==> src/rtl/mem_arbiter_if.sv <==
`default_nettype none
// ----------------------------------------------------------------------------
// mem_arbiter_if : fetch port, data port and mem_system signals of mem_arbiter
// Rev 1.0
// ----------------------------------------------------------------------------
interface mem_arbiter_if;
  logic        i_rd;
  logic [15:0] i_addr;
  logic [15:0] i_data_out;
  logic        i_done;
  logic        i_stall;
  logic        i_hit;
  logic        i_err;

  logic        d_rd;
  logic        d_wr;
  logic [15:0] d_addr;
  logic [15:0] d_data_in;
  logic [15:0] d_data_out;
  logic        d_done;
  logic        d_stall;
  logic        d_hit;
  logic        d_err;

  logic [15:0] m_addr;
  logic [15:0] m_data_in;
  logic        m_rd;
  logic        m_wr;
  logic [15:0] m_data_out;
  logic        m_done;
  logic        m_hit;
  logic        m_err;

  logic [1:0]  grant;

  // Environment side: the two requesters plus mem_system.
  modport master (
    output i_rd, i_addr, d_rd, d_wr, d_addr, d_data_in,
           m_data_out, m_done, m_hit, m_err,
    input  i_data_out, i_done, i_stall, i_hit, i_err,
           d_data_out, d_done, d_stall, d_hit, d_err,
           m_addr, m_data_in, m_rd, m_wr, grant
  );

  // Arbiter side.
  modport slave (
    input  i_rd, i_addr, d_rd, d_wr, d_addr, d_data_in,
           m_data_out, m_done, m_hit, m_err,
    output i_data_out, i_done, i_stall, i_hit, i_err,
           d_data_out, d_done, d_stall, d_hit, d_err,
           m_addr, m_data_in, m_rd, m_wr, grant
  );
endinterface
`default_nettype wire

==> src/rtl/mem_arbiter.sv <==
`default_nettype none
// ----------------------------------------------------------------------------
// mem_arbiter : shares one mem_system between the I-fetch and data ports
// Rev 1.0
// ----------------------------------------------------------------------------
module mem_arbiter #(
  parameter int DATA_PRI = 0,
  parameter int TIMEOUT  = 64
) (
  input  wire logic   clk,
  input  wire logic   rst,
  mem_arbiter_if.slave bus
);
  typedef enum logic [1:0] {
    IDLE  = 2'd0,
    GNT_I = 2'd1,
    GNT_D = 2'd2
  } state_t;

  localparam logic [7:0] TMO_LAST = 8'(TIMEOUT - 1);

  state_t     state;
  logic       last_d;
  logic [7:0] tmo_cnt;

  logic i_req;
  logic d_req;
  logic pick_d;
  logic own_i;
  logic own_d;
  logic timed_out;
  logic finish;

  // Simultaneous rd and wr on the data port is not a request.
  assign i_req  = bus.i_rd;
  assign d_req  = bus.d_rd ^ bus.d_wr;
  assign pick_d = d_req & (~i_req | (DATA_PRI != 0) | ~last_d);

  assign own_i     = (state == GNT_I);
  assign own_d     = (state == GNT_D);
  assign timed_out = (own_i | own_d) & ~bus.m_done & (tmo_cnt == TMO_LAST);
  assign finish    = (own_i | own_d) & (bus.m_done | timed_out);

  always_ff @(posedge clk or posedge rst) begin
    if (rst) begin
      state         <= IDLE;
      bus.grant     <= 2'b00;
      bus.m_addr    <= 16'h0000;
      bus.m_data_in <= 16'h0000;
      bus.m_rd      <= 1'b0;
      bus.m_wr      <= 1'b0;
      last_d        <= 1'b1;
      tmo_cnt       <= 8'd0;
    end else begin
      case (state)
        IDLE: begin
          if (i_req | d_req) begin
            state         <= pick_d ? GNT_D : GNT_I;
            bus.grant     <= pick_d ? 2'b10 : 2'b01;
            bus.m_addr    <= pick_d ? bus.d_addr : bus.i_addr;
            bus.m_data_in <= pick_d ? bus.d_data_in : 16'h0000;
            bus.m_rd      <= pick_d ? bus.d_rd : 1'b1;
            bus.m_wr      <= pick_d & bus.d_wr;
            tmo_cnt       <= 8'd0;
          end
        end
        default: begin
          // Always pass through IDLE so mem_system never sees back-to-back issue.
          if (finish) begin
            state     <= IDLE;
            bus.grant <= 2'b00;
            bus.m_rd  <= 1'b0;
            bus.m_wr  <= 1'b0;
            last_d    <= own_d;
          end else begin
            tmo_cnt <= tmo_cnt + 8'd1;
          end
        end
      endcase
    end
  end

  assign bus.i_done     = own_i & finish;
  assign bus.i_data_out = own_i ? bus.m_data_out : 16'h0000;
  assign bus.i_hit      = own_i & bus.m_done & bus.m_hit;
  assign bus.i_err      = own_i & (bus.m_done ? bus.m_err : timed_out);
  assign bus.i_stall    = bus.i_rd & ~bus.i_done;

  assign bus.d_done     = own_d & finish;
  assign bus.d_data_out = own_d ? bus.m_data_out : 16'h0000;
  assign bus.d_hit      = own_d & bus.m_done & bus.m_hit;
  assign bus.d_err      = own_d & (bus.m_done ? bus.m_err : timed_out);
  assign bus.d_stall    = (bus.d_rd | bus.d_wr) & ~bus.d_done;
endmodule
`default_nettype wire
==> src/flat_wrapper.sv <==
// flat-port wrapper written by rule: the top's interface ports become plain ports
module mem_arbiter_flat 
#(
  parameter int DATA_PRI = 0,
  parameter int TIMEOUT  = 64
)
  (clk, rst, bus_i_rd, bus_i_addr, bus_d_rd, bus_d_wr, bus_d_addr, bus_d_data_in, bus_m_data_out, bus_m_done, bus_m_hit, bus_m_err, bus_i_data_out, bus_i_done, bus_i_stall, bus_i_hit, bus_i_err, bus_d_data_out, bus_d_done, bus_d_stall, bus_d_hit, bus_d_err, bus_m_addr, bus_m_data_in, bus_m_rd, bus_m_wr, bus_grant);
  mem_arbiter_if bus_i ();
  input  wire logic clk;
  input  wire logic rst;
  input wire logic [$bits(bus_i.i_rd)-1:0] bus_i_rd;
  input wire logic [$bits(bus_i.i_addr)-1:0] bus_i_addr;
  input wire logic [$bits(bus_i.d_rd)-1:0] bus_d_rd;
  input wire logic [$bits(bus_i.d_wr)-1:0] bus_d_wr;
  input wire logic [$bits(bus_i.d_addr)-1:0] bus_d_addr;
  input wire logic [$bits(bus_i.d_data_in)-1:0] bus_d_data_in;
  input wire logic [$bits(bus_i.m_data_out)-1:0] bus_m_data_out;
  input wire logic [$bits(bus_i.m_done)-1:0] bus_m_done;
  input wire logic [$bits(bus_i.m_hit)-1:0] bus_m_hit;
  input wire logic [$bits(bus_i.m_err)-1:0] bus_m_err;
  output wire logic [$bits(bus_i.i_data_out)-1:0] bus_i_data_out;
  output wire logic [$bits(bus_i.i_done)-1:0] bus_i_done;
  output wire logic [$bits(bus_i.i_stall)-1:0] bus_i_stall;
  output wire logic [$bits(bus_i.i_hit)-1:0] bus_i_hit;
  output wire logic [$bits(bus_i.i_err)-1:0] bus_i_err;
  output wire logic [$bits(bus_i.d_data_out)-1:0] bus_d_data_out;
  output wire logic [$bits(bus_i.d_done)-1:0] bus_d_done;
  output wire logic [$bits(bus_i.d_stall)-1:0] bus_d_stall;
  output wire logic [$bits(bus_i.d_hit)-1:0] bus_d_hit;
  output wire logic [$bits(bus_i.d_err)-1:0] bus_d_err;
  output wire logic [$bits(bus_i.m_addr)-1:0] bus_m_addr;
  output wire logic [$bits(bus_i.m_data_in)-1:0] bus_m_data_in;
  output wire logic [$bits(bus_i.m_rd)-1:0] bus_m_rd;
  output wire logic [$bits(bus_i.m_wr)-1:0] bus_m_wr;
  output wire logic [$bits(bus_i.grant)-1:0] bus_grant;
  assign bus_i.i_rd = bus_i_rd;
  assign bus_i.i_addr = bus_i_addr;
  assign bus_i.d_rd = bus_d_rd;
  assign bus_i.d_wr = bus_d_wr;
  assign bus_i.d_addr = bus_d_addr;
  assign bus_i.d_data_in = bus_d_data_in;
  assign bus_i.m_data_out = bus_m_data_out;
  assign bus_i.m_done = bus_m_done;
  assign bus_i.m_hit = bus_m_hit;
  assign bus_i.m_err = bus_m_err;
  assign bus_i_data_out = bus_i.i_data_out;
  assign bus_i_done = bus_i.i_done;
  assign bus_i_stall = bus_i.i_stall;
  assign bus_i_hit = bus_i.i_hit;
  assign bus_i_err = bus_i.i_err;
  assign bus_d_data_out = bus_i.d_data_out;
  assign bus_d_done = bus_i.d_done;
  assign bus_d_stall = bus_i.d_stall;
  assign bus_d_hit = bus_i.d_hit;
  assign bus_d_err = bus_i.d_err;
  assign bus_m_addr = bus_i.m_addr;
  assign bus_m_data_in = bus_i.m_data_in;
  assign bus_m_rd = bus_i.m_rd;
  assign bus_m_wr = bus_i.m_wr;
  assign bus_grant = bus_i.grant;
  mem_arbiter #(.DATA_PRI(DATA_PRI), .TIMEOUT(TIMEOUT)) u_core (.clk(clk), .rst(rst), .bus(bus_i));
endmodule
==> config.mk <==
export PLATFORM = sky130hd
export DESIGN_NAME = mem_arbiter_flat
export DESIGN_NICKNAME = d
export VERILOG_FILES = /design/src/rtl/mem_arbiter_if.sv /design/src/rtl/mem_arbiter.sv /design/src/flat_wrapper.sv
export SDC_FILE = /design/constraint.sdc
export NUM_CORES = 1
export LEC_CHECK = 0
export CAP_MARGIN = 10
export CORE_MARGIN = 4
export CORE_UTILIZATION = 39
export CTS_CLUSTER_DIAMETER = 40
export DETAILED_ROUTE_END_ITERATION = 12
export PLACE_DENSITY = 0.88
export SETUP_SLACK_MARGIN = 0.02
export SYNTH_ARGS = -nofsm -noshare
export SYNTH_HDL_FRONTEND = slang
export SYNTH_SLANG_ARGS = --single-unit
==> constraint.sdc <==
create_clock -name clk -period 3.5 [get_ports clk]
set_input_delay 0.7 -clock clk [delete_from_list [all_inputs] [get_ports clk]]
set_output_delay 0.7 -clock clk [all_outputs]
set_load 0.02 [all_outputs]
==> results of run 1 <==
[per-layer routing]
layer	track usage	vias to the layer above	wire length (um)
met5	0	-	0
met4	0.08921	0	263
met3	0.06505	22	775
met2	0.3362	136	3413
met1	0.2199	1094	2843
li1	-	1113	-
[sequential cells by signal, indices dropped and copies added, names as in the netlist]
register / cells
u_core.bus.grant: 2
u_core.bus.m_addr: 16
u_core.bus.m_data_in: 16
u_core.bus.m_rd: 1
u_core.bus.m_wr: 1
u_core.last_d: 1
u_core.tmo_cnt: 8
[power groups by stage]
stage / Sequential (W) / Combinational [W] / Clock (W)
final: 0.000903 / 0.00184 / 0.000408
after floorplan: 0.00113 / 0.000780 / 0
after global routing: 0.000927 / 0.00198 / 0.000433
after global placement: 0.000900 / 0.00181 / 0
after CTS: 0.000903 / 0.00186 / 0.000417
after detailed placement: 0.000904 / 0.00185 / 0
[cell usage in the layout (no fill, tap or decap), types with 3 or more instances in the layout]
| master | Yosys | final |
|---|---|---|
| clkdlybuf4s50_1 | 0 | 147 |
| and2_1 | 37 | 37 |
| a21oi_1 | 4 | 4 |
| buf_4 | 2 | 3 |
| a22o_1 | 18 | 18 |
| nand3_1 | 5 | 5 |
| a22oi_1 | 15 | 15 |
| and3_1 | 3 | 3 |
| nand2_1 | 45 | 45 |
| o21ai_1 | 5 | 4 |
| inv_1 | 7 | 6 |
| clkbuf_8 | 0 | 6 |
| nor2_1 | 6 | 6 |
| ha_1 | 5 | 5 |
| mux2i_1 | 4 | 4 |
| dfrtp_1 | 44 | 44 |
| o31ai_1 | 4 | 4 |
[worst max-delay path, stage by stage, from the launching register on]
cell and delay, ps:
dfrtp_1 400, inv_1 90, ha_1 350, nand4bb_1 190
o31ai_1 290, and2_1 170, clkdlybuf4s50_1 600
[area by class of cell]
| type | instances | area (um2) |
|---|---|---|
| inverter | 7 | 26.28 |
| multi-input combinational | 171 | 1094 |
| timing repair buffer | 150 | 1494 |
| sequential | 45 | 1127 |
| clock buffer | 6 | 82.58 |
| tap | 72 | 90.09 |
| fill | 417 | 1690 |
| clock inverter | 2 | 37.54 |
[stage by stage]
| stage | hold WS (ps) | cells | setup slack, ps |
|---|---|---|---|
| global placement | 471.2 | 445 | 504.3 |
| finish | 517.2 | 453 | 410.7 |
| floorplan | 484.9 | 236 | 1051 |
| global route | 525.3 | 453 | 247.3 |
| detailed placement | 494.0 | 445 | 465.5 |
| CTS | 518.1 | 453 | 398.5 |
[cells by family (layout without fill, tap and decap cells)]
family	after synthesis	count (layout)	synth area share
simple gates	104	104	0.2288
compound gates	56	56	0.1883
flops	45	45	0.4862
buf+inv	20	165	0.04371
fa+ha+maj	5	5	0.02698
mux	5	5	0.02213
xor+xnor	1	1	0.003778
[how the worst max path moves through the flow]
stage | to | cells past startpoint
after floorplan | bus_i_stall | 6
after global placement | bus_i_stall | 6
after detailed placement | bus_i_stall | 6
after CTS | bus_i_err | 6
after global routing | bus_i_done | 6
final | bus_i_err | 6
==> results.toml, run 1 <==
[placed_design]
post-dp-hpwl_mm = 5.779
gp_congestion = 0.9497
io_buffers = 147
placed_area_um2 = 3831

[power]
power_w = 0.003152
p_seq_frac = 0.287
pwr-share-clk = 0.129
p_per_area_nw_per_um2 = 797.8
pwr-share-comb = 0.584
netSwitchingFraction = 0.4112
leakagePower_nw = 1.707
power.net_switching_w = 0.001296
peakVddDrop_mv = 0.4328
p_int_w = 0.001856

[drt]
firstDrtPassIters = 4
routed_wl_mm = 7.295
ant_nets = 0
vias_per_cell = 5.221
first_iter_violations = 105
vias = 2365
wl_per_cell_um = 16.10
remaining_drc_errors = 0

[logic_synthesis]
synth.most_common_cell = "nand2_1"
yosysTopAreaCell = "dfrtp_1"
synth_cell_type_count = 36
netlist_top_cells_area = "dfrtp_1, and2_1, nand2_1"
yosysWarningCount = 0
synth_flop_cell = "dfrtp_1"
synth_top_cell_area_share = 0.4749
syn-num-nets = 313
synthTopCellsByCount = "nand2_1, dfrtp_1, and2_1, a22o_1, a22oi_1"
syn_area_um2 = 2318
syn_area_per_cell_um2 = 9.824
syn_inst = 236
synth-async-reset-ratio = 1.000
ys_ff_latch = 45
synth_edf_count = 0
yosysSeqAreaShare = 0.4862

[cells_and_area]
antenna-diode-count = 0
drive_gt1_frac = 0.04462
final_core_util = 0.7004
syn_to_final_growth_pct = 70.43
finalNetCount = 457
final_area_um2 = 3951

[global_route]
grt_pass1_vias = 2431
grt_first_pass_wirelength_mm = 11.41
antenna_found_initial = 0
grt_max_degree = 41
overflow = 0
grt_use_total = 0.1961

[floorplan]
chipHeight_um = 85.10
num_rows = 27
io_pins = 148
core_um2 = 5642
start_util = 0.4110
die_area_um2 = 7242
die_x_um = 85.10

[sta]
fin_tns_setup_ps = 0
timing.fmax_mhz = 323.7
slew_headroom = 0.4960
rsz0062_at_grt = "false"
hold_viol = 0
drv_slew = 0
skew_ps = 9.234
period_needed_ps = 3089
min_period_over_period = 0.8827
finalSetupViolCount = 0
worstMarginPinSlew_ps = 751.4

[setup_path]
r2r_start = "u_core.bus.grant[0]"
cp.arrival_ps = 2390
rrSetupSlack_ps = 1510
path_class = "flip-flop to primary output"
crit_start = "u_core.bus.grant[0]"
crit_required_ps = 2800
timing.rr.end = "u_core.bus.m_addr[9]"
reg2regPathDepth = 6
crit_path_end_kind = "primary output"
cp_max_fo = 5
critPathLaunchType = "flip-flop"

[clocking]
htreeDepth = 2
post-cts-setup-buffers = 0
cts_resized = 0
cts_inserted_buffers = 5
clock-sinks = 45
cts_tree = "built"
clk_latency_ps = 300
hold_buffers = 0
path_clk_slew_ps = 80
cts_buffer_depth = 2
cts-root-buf = "clkbuf_8"

[worst_hold_path]
hold_class = "flip-flop to flip-flop"
hp-start = "u_core.bus.m_data_in[1]"
min_to = "u_core.bus.m_data_in[1]"
holdPathStages = 1

[run]
drv_cap = 0

[run_status]
status = "finished, final reports clean"
Note: power is estimated with default switching activity, not from simulation.
==> inputs of run 2 (changes only) <==
--- a/config.mk
+++ b/config.mk
@@ -7,10 +7,10 @@
 export LEC_CHECK = 0
 export CAP_MARGIN = 10
 export CORE_MARGIN = 4
-export CORE_UTILIZATION = 39
+export CORE_UTILIZATION = 37
 export CTS_CLUSTER_DIAMETER = 40
 export DETAILED_ROUTE_END_ITERATION = 12
-export PLACE_DENSITY = 0.88
+export PLACE_DENSITY = 0.84
 export SETUP_SLACK_MARGIN = 0.02
 export SYNTH_ARGS = -nofsm -noshare
 export SYNTH_HDL_FRONTEND = slang
==> constraint.sdc (replaced) <==
create_clock -name clk -period 3.24 [get_ports clk]
set_input_delay 0.648 -clock clk [delete_from_list [all_inputs] [get_ports clk]]
set_output_delay 0.648 -clock clk [all_outputs]
set_load 0.02 [all_outputs]
==> results.toml, run 2 (synthesis results as in run 1) <==
[drt]
firstDrtPassIters = 6
first_iter_violations = 94
remaining_drc_errors = 0
wl_per_cell_um = 15.74
drt-met1-wl_mm = 2.717
vias = 2316
highest_layer = "met4"
wl_met2_mm = 3.394
dr_wl_met3_um = 922
vias_per_cell = 5.068
ant_nets = 0
routed_wl_mm = 7.194

[sta]
timing.fmax_mhz = 326.8
drv_slew = 0
fin_tns_setup_ps = 0
worstMarginPinSlew_ps = 729.4
fin_hold_ws_ps = 497.3
min_period_over_period = 0.9445
rsz0062_at_grt = "false"
slew_headroom = 0.5138
hold_viol = 0
period_needed_ps = 3060
finalSetupViolCount = 0
skew_ps = 4.433

[placed_design]
gp_congestion = 0.8868
io_buffers = 147
post-dp-hpwl_mm = 5.687

[power]
netSwitchingFraction = 0.4081
p_int_w = 0.002022
pwr-share-comb = 0.587
power.net_switching_w = 0.001395
p_per_area_nw_per_um2 = 859.3
leakagePower_nw = 1.722
peakVddDrop_mv = 0.5371
pwr-share-clk = 0.127
p_seq_frac = 0.286

[clocking]
clk_latency_ps = 290
clock-sinks = 45
post-cts-setup-buffers = 0
htreeDepth = 2
cts-root-buf = "clkbuf_8"
cts_inserted_buffers = 5
cts_resized = 0
hold_buffers = 0
path_clk_slew_ps = 80
cts_buffer_depth = 2
cts_tree = "built"

[global_route]
grt_use_total = 0.1903
antenna_found_initial = 0
grt_first_pass_wirelength_mm = 11.39
overflow = 0
grt_max_degree = 35
grt_pass1_vias = 2415

[setup_path]
crit_required_ps = 2590
crit_path_end_kind = "primary output"
cp.arrival_ps = 2410
path_class = "flip-flop to primary output"
cp_max_fo = 5
critPathLaunchType = "flip-flop"

[floorplan]
start_util = 0.3870
io_pins = 148
chipHeight_um = 87.16
die_area_um2 = 7597
num_rows = 28
die_x_um = 87.16
core_um2 = 5991

[cells_and_area]
final_common_cell = "clkdlybuf4s50_1"
top_regs = "u_core.bus.m_addr (16), u_core.bus.m_data_in (16), u_core.tmo_cnt (8)"
regArea_um2 = 1127
syn_to_final_growth_pct = 71.51
layout_common_cells = "clkdlybuf4s50_1, nand2_1, dfrtp_1"
finalNetCount = 458
multi_input_area_um2 = 1099
drive_gt1_frac = 0.04974
fillCellCount = 498
antenna-diode-count = 0

[run]
drv_cap = 0

[worst_hold_path]
hold_class = "flip-flop to flip-flop"

[run_status]
status = "finished, final reports clean"
run 2: metrics by stage:
| step | total power, W | instance area (um2) | setup WS [ps] | utilization | instances |
|---|---|---|---|---|---|
| floorplan | 0.002067 | 2318 | 843.1 | - | 236 |
| global placement | 0.002955 | 3855 | 274.0 | 0.6435 | 449 |
| detailed placement | 0.002998 | 3855 | 214.4 | 0.6435 | 449 |
| CTS | 0.003447 | 3971 | 155.2 | 0.6629 | 457 |
| global route | 0.003632 | 3976 | 22.61 | 0.6637 | 457 |
| finish | 0.003417 | 3976 | 179.9 | 0.6637 | 457 |
run 2: worst max-delay path, cell delays in order (launching register included):
cell and delay, ps:
dfrtp_1 390, inv_1 90, ha_1 360, nand4bb_1 210
o21ai_1 280, and2_1 200, clkdlybuf4s50_1 610
run 2: worst paths after layout:
| kind | from | cells after the start | end | slack, ps |
|---|---|---|---|---|
| worst max-delay path | u_core.bus.grant[0] | 6 | bus_i_done | 180 |
| worst min-delay path | u_core.bus.m_addr[15] | 2 | u_core.bus.m_addr[15] | 500 |
| worst max register to register | u_core.bus.grant[0] | 6 | u_core.bus.m_addr[12] | 1240 |
| worst min register to register | u_core.bus.m_addr[15] | 2 | u_core.bus.m_addr[15] | 500 |
| max in group asynchronous | rst | 3 | u_core.bus.m_addr[14] | 1810 |
| min in group asynchronous | rst | 2 | u_core.bus.m_addr[2] | 780 |
run 2: cell type report:
| type | instances | share of cell area |
|---|---|---|
| Clock inverter | 1 | 0.007552 |
| Sequential cell | 45 | 0.2835 |
| Tap cell | 75 | 0.02360 |
| Inverter | 7 | 0.006608 |
| Clock buffer | 7 | 0.02171 |
| Multi-Input combinational cell | 171 | 0.2763 |
| Timing Repair Buffer | 151 | 0.3807 |
run 2: power groups by stage:
stage          Clock (W)  Combinational (W)  Sequential (W)
4_1_cts         0.000444            0.00203        0.000976
3_5_place_dp           0            0.00203        0.000972
3_3_place_gp           0            0.00199        0.000970
6_report        0.000435            0.00201        0.000976
2_1_floorplan          0           0.000843         0.00122
5_1_grt         0.000463            0.00216         0.00101
run 2: layer usage:
layer | GRT usage | vias up
met1 | 0.2093 | 1056
met2 | 0.3430 | 134
met5 | 0 | -
li1 | - | 1111
met4 | 0.05021 | 0
met3 | 0.07190 | 15
